File: src/rtl/tomasulo_pkg.sv
// Shared Tomasulo core definitions: widths, func codes, ROB entry layout.
package tomasulo_pkg;

  localparam int ROB_DEPTH = 8;
  localparam int ROB_IDX_W = 3;
  localparam int REG_W     = 4;
  localparam int DATA_W    = 16;

  localparam logic [3:0] FUNC_ADD = 4'b0000;
  localparam logic [3:0] FUNC_SUB = 4'b0001;
  localparam logic [3:0] FUNC_MUL = 4'b0010;
  localparam logic [3:0] FUNC_DIV = 4'b0011;
  localparam logic [3:0] FUNC_LD  = 4'b0100;
  localparam logic [3:0] FUNC_ST  = 4'b0101;

  typedef struct packed {
    logic              valid;
    logic              done;
    logic [REG_W-1:0]  rd;
    logic [3:0]        func;
    logic [DATA_W-1:0] data;
  } rob_entry_t;

endpackage

File: src/rtl/rob_commit.sv
// Reorder buffer: in-order allocate, out-of-order writeback, in-order retire
// of one entry per cycle. Occupancy is tracked by an explicit counter so that
// head==tail is unambiguous (full vs empty).
module rob_commit #(
  parameter int DEPTH  = tomasulo_pkg::ROB_DEPTH,
  parameter int IDX_W  = tomasulo_pkg::ROB_IDX_W,
  parameter int DATA_W = tomasulo_pkg::DATA_W,
  parameter int REG_W  = tomasulo_pkg::REG_W
) (
  input  logic              clk1,
  input  logic              rst_n,
  input  logic              flush,
  input  logic              alloc_valid,
  input  logic [REG_W-1:0]  alloc_rd,
  input  logic [3:0]        alloc_func,
  output logic              alloc_ready,
  output logic [IDX_W-1:0]  alloc_idx,
  input  logic              wb_valid,
  input  logic [IDX_W-1:0]  wb_rob_ind,
  input  logic [DATA_W-1:0] wb_data,
  output logic              wb_drop,
  output logic              commit_valid,
  output logic [IDX_W-1:0]  commit_rob_ind,
  output logic [REG_W-1:0]  commit_rd,
  output logic [DATA_W-1:0] commit_data,
  output logic              commit_is_store,
  output logic [IDX_W:0]    count,
  output logic              empty
);

  typedef struct packed {
    logic              valid;
    logic              done;
    logic [REG_W-1:0]  rd;
    logic [3:0]        func;
    logic [DATA_W-1:0] data;
  } entry_t;

  localparam logic [IDX_W:0] DEPTH_C = (IDX_W+1)'(DEPTH);

  entry_t              ent_q [DEPTH];
  entry_t              ent_d [DEPTH];
  logic [IDX_W-1:0]    head_q, head_d;
  logic [IDX_W-1:0]    tail_q, tail_d;
  logic [IDX_W:0]      count_q, count_d;
  logic                commit_valid_q, commit_valid_d;
  logic [IDX_W-1:0]    commit_rob_ind_q, commit_rob_ind_d;
  logic [REG_W-1:0]    commit_rd_q, commit_rd_d;
  logic [DATA_W-1:0]   commit_data_q, commit_data_d;
  logic                commit_is_store_q, commit_is_store_d;
  logic                wb_drop_q, wb_drop_d;

  logic do_alloc, do_commit, wb_hit;

  // No credit from a same-cycle retire: readiness looks only at registered occupancy.
  assign alloc_ready = (count_q < DEPTH_C);
  assign alloc_idx   = tail_q;
  assign do_alloc    = alloc_valid && alloc_ready;
  assign do_commit   = ent_q[head_q].valid && ent_q[head_q].done;
  assign wb_hit      = wb_valid && ent_q[wb_rob_ind].valid && !ent_q[wb_rob_ind].done;

  // Next-state: flush wins; otherwise retire head, absorb writeback, allocate tail.
  // The three entry updates never target the same slot: retire needs done=1,
  // writeback needs done=0, and alloc needs an invalid slot.
  always_comb begin
    ent_d             = ent_q;
    head_d            = head_q;
    tail_d            = tail_q;
    count_d           = count_q;
    commit_valid_d    = 1'b0;
    commit_rob_ind_d  = commit_rob_ind_q;
    commit_rd_d       = commit_rd_q;
    commit_data_d     = commit_data_q;
    commit_is_store_d = commit_is_store_q;
    wb_drop_d         = 1'b0;
    if (flush) begin
      for (int i = 0; i < DEPTH; i++) ent_d[i] = '0;
      head_d            = '0;
      tail_d            = '0;
      count_d           = '0;
      commit_rob_ind_d  = '0;
      commit_rd_d       = '0;
      commit_data_d     = '0;
      commit_is_store_d = 1'b0;
    end else begin
      if (do_commit) begin
        commit_valid_d       = 1'b1;
        commit_rob_ind_d     = head_q;
        commit_rd_d          = ent_q[head_q].rd;
        commit_data_d        = ent_q[head_q].data;
        commit_is_store_d    = (ent_q[head_q].func == tomasulo_pkg::FUNC_ST);
        ent_d[head_q].valid  = 1'b0;
        ent_d[head_q].done   = 1'b0;
        head_d               = head_q + 1'b1;
      end
      if (wb_hit) begin
        ent_d[wb_rob_ind].done = 1'b1;
        ent_d[wb_rob_ind].data = wb_data;
      end else begin
        wb_drop_d = wb_valid;
      end
      if (do_alloc) begin
        ent_d[tail_q] = '{valid: 1'b1, done: 1'b0, rd: alloc_rd,
                          func: alloc_func, data: '0};
        tail_d        = tail_q + 1'b1;
      end
      count_d = count_q + {{IDX_W{1'b0}}, do_alloc} - {{IDX_W{1'b0}}, do_commit};
    end
  end

  // State and registered outputs.
  always_ff @(posedge clk1 or negedge rst_n) begin
    if (!rst_n) begin
      for (int i = 0; i < DEPTH; i++) ent_q[i] <= '0;
      head_q            <= '0;
      tail_q            <= '0;
      count_q           <= '0;
      commit_valid_q    <= 1'b0;
      commit_rob_ind_q  <= '0;
      commit_rd_q       <= '0;
      commit_data_q     <= '0;
      commit_is_store_q <= 1'b0;
      wb_drop_q         <= 1'b0;
    end else begin
      for (int i = 0; i < DEPTH; i++) ent_q[i] <= ent_d[i];
      head_q            <= head_d;
      tail_q            <= tail_d;
      count_q           <= count_d;
      commit_valid_q    <= commit_valid_d;
      commit_rob_ind_q  <= commit_rob_ind_d;
      commit_rd_q       <= commit_rd_d;
      commit_data_q     <= commit_data_d;
      commit_is_store_q <= commit_is_store_d;
      wb_drop_q         <= wb_drop_d;
    end
  end

  assign commit_valid    = commit_valid_q;
  assign commit_rob_ind  = commit_rob_ind_q;
  assign commit_rd       = commit_rd_q;
  assign commit_data     = commit_data_q;
  assign commit_is_store = commit_is_store_q;
  assign wb_drop         = wb_drop_q;
  assign count           = count_q;
  assign empty           = (count_q == '0);

endmodule

File: config.mk
export PLATFORM = sky130hd
export DESIGN_NAME = rob_commit
export DESIGN_NICKNAME = d
export VERILOG_FILES = /design/src/rtl/tomasulo_pkg.sv /design/src/rtl/rob_commit.sv
export SDC_FILE = /design/constraint.sdc
export NUM_CORES = 1
export LEC_CHECK = 0
export BUFFER_PORTS_ARGS = -buffer_cell sky130_fd_sc_hd__buf_4
export CAP_MARGIN = 20
export CORE_MARGIN = 2
export CORE_UTILIZATION = 49
export DETAILED_ROUTE_END_ITERATION = 8
export PLACE_DENSITY = 0.67
export SLEW_MARGIN = 40
export SYNTH_ARGS = -nofsm -noshare
export SYNTH_HDL_FRONTEND = slang
export SYNTH_SLANG_ARGS = --single-unit
File: constraint.sdc
create_clock -name clk1 -period 8.4 [get_ports clk1]
set_input_delay 0.84 -clock clk1 [delete_from_list [all_inputs] [get_ports clk1]]
set_output_delay 0.84 -clock clk1 [all_outputs]
set_load 0.02 [all_outputs]
# After elaboration in Yosys (flattened, before gate mapping)
# Cells that the tools add are included.
dict set report word_totals {
  ram_bits 0
  in_bits 32
  wordCells 119
  n_memories 0
  output_inout_bits 35
  register_bits 244
  latchBits 0
  mem_bits_ro 0
}
dict set report classes {
  reduce_logical 11
  order_cmp 7
  add_sub_neg 4
  bitwise_logic 3
  div_mod_pow 0
  n_eq_ne 1
  multipliers 0
  shift 0
  muxes 44
}
# op count
set ops {}
lappend ops {{$mux 208} 6}
lappend ops {{$bwmux 208} 5}
lappend ops {{$demux 26 s3} 5}
lappend ops {{$bmux 26 s3} 2}
lappend ops {{$mux 26} 6}
lappend ops {{$mux 25} 2}
lappend ops {{$mux 16} 3}
lappend ops {{$mux 3} 6}
lappend ops {{$ge 4x4->1 const B} 3}
lappend ops {{$lt 4x1->1 const B} 3}
lappend ops {{$mux 4} 3}
lappend ops {{$not 3->4} 3}
lappend ops {{$logic_and 1x1->1} 7}
lappend ops {{$add 3x1->3 const B} 2}
lappend ops {{$mux 1} 6}
lappend ops {{$add 4x1->4} 1}
lappend ops {{$eq 4x3->1 const B} 1}
lappend ops {{$logic_not 4->1} 1}
lappend ops {{$lt 4x4->1 const B} 1}
lappend ops {{$reduce_bool 2->1} 2}
lappend ops {{$sub 4x1->4} 1}
lappend ops {{$logic_not 1->1} 1}

# Logic depth before layout (Yosys ltp)
dict set report depth {
  ltp_word 16
  ltp_mapped 14
}

# Worst setup path before layout
# Ideal clock, no wire load.
dict set report synth_path {
  path_type {flip-flop to flip-flop}
  startpoint {register head_q[0]}
  endpoint {register count_q[2] (netlist: count[2])}
  path_stages_with_launch 13
  slack_ps 5493
  arrival_ps 2775
  path_cell_list {dfrtp_1 buf_2 mux4_2 mux2_2 o21ai_4 inv_2 buf_2 ha_1 inv_1 ha_1 fa_1 xnor2_1 nor2_1}
}
dict set report synth_between {
  elab_chain_len 7
}
# item line
set synth_rtl {}
lappend synth_rtl {{from (decl)} rob_commit.sv:43} ;# logic [IDX_W-1:0] head_q, head_d;
lappend synth_rtl {{from (signal assigned)} rob_commit.sv:115} ;# head_q <= '0;
lappend synth_rtl {{from (signal assigned)} rob_commit.sv:126} ;# head_q <= head_d;
lappend synth_rtl {{$not 3->4 (not written as such)} rob_commit.sv:59} ;# assign do_commit = ent_q[head_q].valid && ent_q[head_q].done;
lappend synth_rtl {{$bmux 26 s3} rob_commit.sv:59}
lappend synth_rtl {{$mux 26 (2 in a row)} -}
lappend synth_rtl {{$logic_and 1x1->1} rob_commit.sv:59}
lappend synth_rtl {{$sub 4x1->4} rob_commit.sv:107} ;# count_d = count_q + {{IDX_W{1'b0}}, do_alloc} - {{IDX_W{1'b0}}, do_commit};
lappend synth_rtl {{$mux 4} rob_commit.sv:76} ;# if (flush) begin
lappend synth_rtl {{named net count_d[2]} rob_commit.sv:45} ;# logic [IDX_W:0] count_q, count_d;
lappend synth_rtl {{to (signal assigned)} rob_commit.sv:128} ;# count_q <= count_d;
lappend synth_rtl {{to (decl)} rob_commit.sv:45}
# The timed path passes the listed nets, and every way through them passes these cells. The select of a mux whose other input is x is not followed.
# A chain may end at the register's enable or synchronous reset.

# Worst setup path after layout
dict set report layout_path {
  startpoint {register head_q[1]}
  endpoint {register count_q[2] (netlist: count[2])}
}
# The elaborated chain is that of the path after synthesis.

==> out/results.ini <==
[power]
power_switching_w=0.0006676
cellPowerDensity_nw_per_um2=195.9
power.clock.fraction_pct=43.6
seq_power_share_pct=46.5
combinationalPowerShare_pct=9.9
p_leak_nw=6.198
power_w=0.002617
irDropWorstVdd_uv=150.2
p_int_w=0.001949
netSwitchingFraction_pct=25.51

[synthesis]
ys_seq_elements=244
synthTopCellsByArea=dfrtp_1 51%, mux2i_1 16%, nor2_1 6.5%
synthFlopType=dfrtp_1
avgSynthCellArea_um2=10.49
synth_top_cell_area_share_pct=51.49
synth_cells=1130
netlist_area_um2=11860
yosysTopAreaCell=dfrtp_1
synth-edff-count=0
postSynth.asyncResetShare_pct=100.0
syn-num-nets=1170
ys_seq_area_share_pct=51.49
ys_warn_count=0
synth_cell_type_count=66

[setup_path]
timing.rr.start=head_q[1]$_DFFE_PN0P_
critPathKind=register to register
crit_required_ns=8.79
cp-start-kind=register
startpoint=head_q[1]$_DFFE_PN0P_
worstSetupEndpointType=register
crit_arrival_ns=4.45
critPathMaxFanout=51

[finish]
num-fill-cells=2073
syn_to_final_growth_pct=12.67
layout-drive-gt1-share_pct=15.11
fin_cells=1477
diodes=0
final_cell_mix=242 x dfrtp_1, 204 x nor2_1, 186 x mux2i_1
layout_commonest_cell=dfrtp_1
fin_nets=1178
final_util_pct=56.58

[clocking]
clockBufferDepth=3
clkTransAtPathRegs_ns=0.06
post_cts_buffers=0
clock_sinks=244
cts_tree=yes
ctsHoldBuffers=0
numCtsBuffers=27
clk_latency_ns=0.54
htree_levels=1
root_buffer=clkbuf_16
cts_resized=0

[drt]
finalWirelength_mm=32.86
ant_nets=0
drc_errors=0
avgRoutedWirePerCell_um=22.24
via_count=8836
detail_route.iter0.violations=664
first_pass_iters=5
viasPerCell=5.982

[placed_design]
place_ws_ns=4.375
hpwl_mm=19.19
dp_cells=1426
portBuffers=66
gp_congestion=0.7850

[timing]
fin_crit_ns=4.069
worst_slack_ns=4.331
grt_setup_unrepaired=no
drv_slew=0
fmax_mhz=245.8
setup_viol=0
hold_viol_final=0
clock_skew_ns=0.01904
period_share_pct=48.44
slew_headroom_pct=40.56
tns_ns=0
tightest_slew_ns=0.8916

[global_routing]
antenna_found_initial=0
grt_overflow=0
grt_pass1_wl_mm=52.22
grt_pass1_vias=8815
grt_max_degree=102
track_usage_pct=25.98

[floorplan]
initial_core_util_pct=50.22
rows=56
core_um2=23610
die_height_um=159.6
fp.dieW_um=159.6
num_io_pins=67
dieArea_um2=25460

[job]
drv_cap=0

[status]
status=finished clean

[hold_path]
hp-class=input pin to asynchronous set/reset pin

-- critical path, cell delays in order, from the launching register on --
cell and delay, ns:
dfrtp_2 0.34, buf_4 0.38, buf_4 0.55, mux4_2 0.40, mux2_2 0.32, o21ai_4 0.21
inv_4 0.37, ha_1 0.40, inv_1 0.04, ha_1 0.20, fa_1 0.41, xnor2_1 0.17
nor2_1 0.07
-- power by group through the flow --
stage	Clock, W	Sequential (W)	Combinational (W)
2_1_floorplan	0	0.00124	0.000143
3_3_place_gp	0	0.00124	0.000253
3_5_place_dp	0	0.00124	0.000255
4_1_cts	0.00115	0.00122	0.000256
5_1_grt	0.00121	0.00122	0.000282
6_report	0.00114	0.00122	0.000258
-- worst paths after layout --
check | to | slack [ns] | cells past startpoint
worst max register to register | count[2]$_DFF_PN0_ | 4.33 | 12
worst min register to register | ent_q[70]$_DFFE_PN0P_ | 0.52 | 2
min in group clk1 | ent_q[70]$_DFFE_PN0P_ | 0.52 | 2
worst max-delay path | count[2]$_DFF_PN0_ | 4.33 | 12
worst min-delay path | ent_q[122]$_DFFE_PN0P_ | 0.19 | 1
max in group asynchronous | ent_q[2]$_DFF_PN0_ | 7.17 | 2
-- routing by layer --
metal / vias to the layer above / share of wire, % / global-route usage (%)
li1: 3961 / - / -
met1: 4486 / 45 / 39.05
met2: 346 / 46 / 39.61
met3: 43 / 7.4 / 4.324
met4: 0 / 1.6 / 5.909
met5: - / 0 / 0
-- state kept, by name (all words and copies together), names as in the netlist --
name and cells:
alloc_idx 3, commit_valid 1, wb_drop 1, commit_is_store 1, commit_data 16, commit_rd 4, ent_q 208, commit_rob_ind 3
head_q 3, count 4
-- metrics by stage --
stage          cell area, um2  hold slack, ns
2_1_floorplan           11860          0.4776
3_3_place_gp            12420          0.4959
3_5_place_dp            12450          0.5050
4_1_cts                 13310          0.3985
5_1_grt                 13360          0.2176
6_report                13360          0.1898
-- layout make-up --
class | count | area (um2) | share of cell area [%]
sequential | 244 | 6108 | 45.72
inverter | 12 | 47.55 | 0.3559
clock inverter | 6 | 32.53 | 0.2435
multi-input combinational | 768 | 5266 | 39.42
timing repair buffer | 85 | 680.7 | 5.095
clock buffer | 43 | 825.8 | 6.181
tap | 319 | 399.1 | 2.987
-- cells by family (layout without fill, tap and decap cells) --
group	after synthesis	count (layout)	synth area share, %
AOI/OAI and AO/OA	179	179	10.73
xor gates and xnor gates	5	5	0.3693
adders and majority gates	8	8	0.9074
buffers and inverters	118	146	4.495
DFF	244	244	51.49
muxes	207	207	18.46
and+or+nand+nor	369	369	13.55
-- cells in the mapped netlist (5+ instances only) --
cell type and number:
a311oi_1 11, a21oi_1 59, nor2_1 206, clkbuf_1 57, o21ai_0 11, inv_1 10
a211oi_1 15, a22o_1 15, buf_2 36, mux2_2 13, and3_1 5, a22oi_1 17
ha_1 7, nand2_1 79, mux2i_1 186, nand3_1 27, nor3_1 8, mux4_2 8
buf_4 7, dfrtp_1 244, a221oi_1 18, nor2b_1 12
No activity file was read; power rests on OpenSTA's default activity.
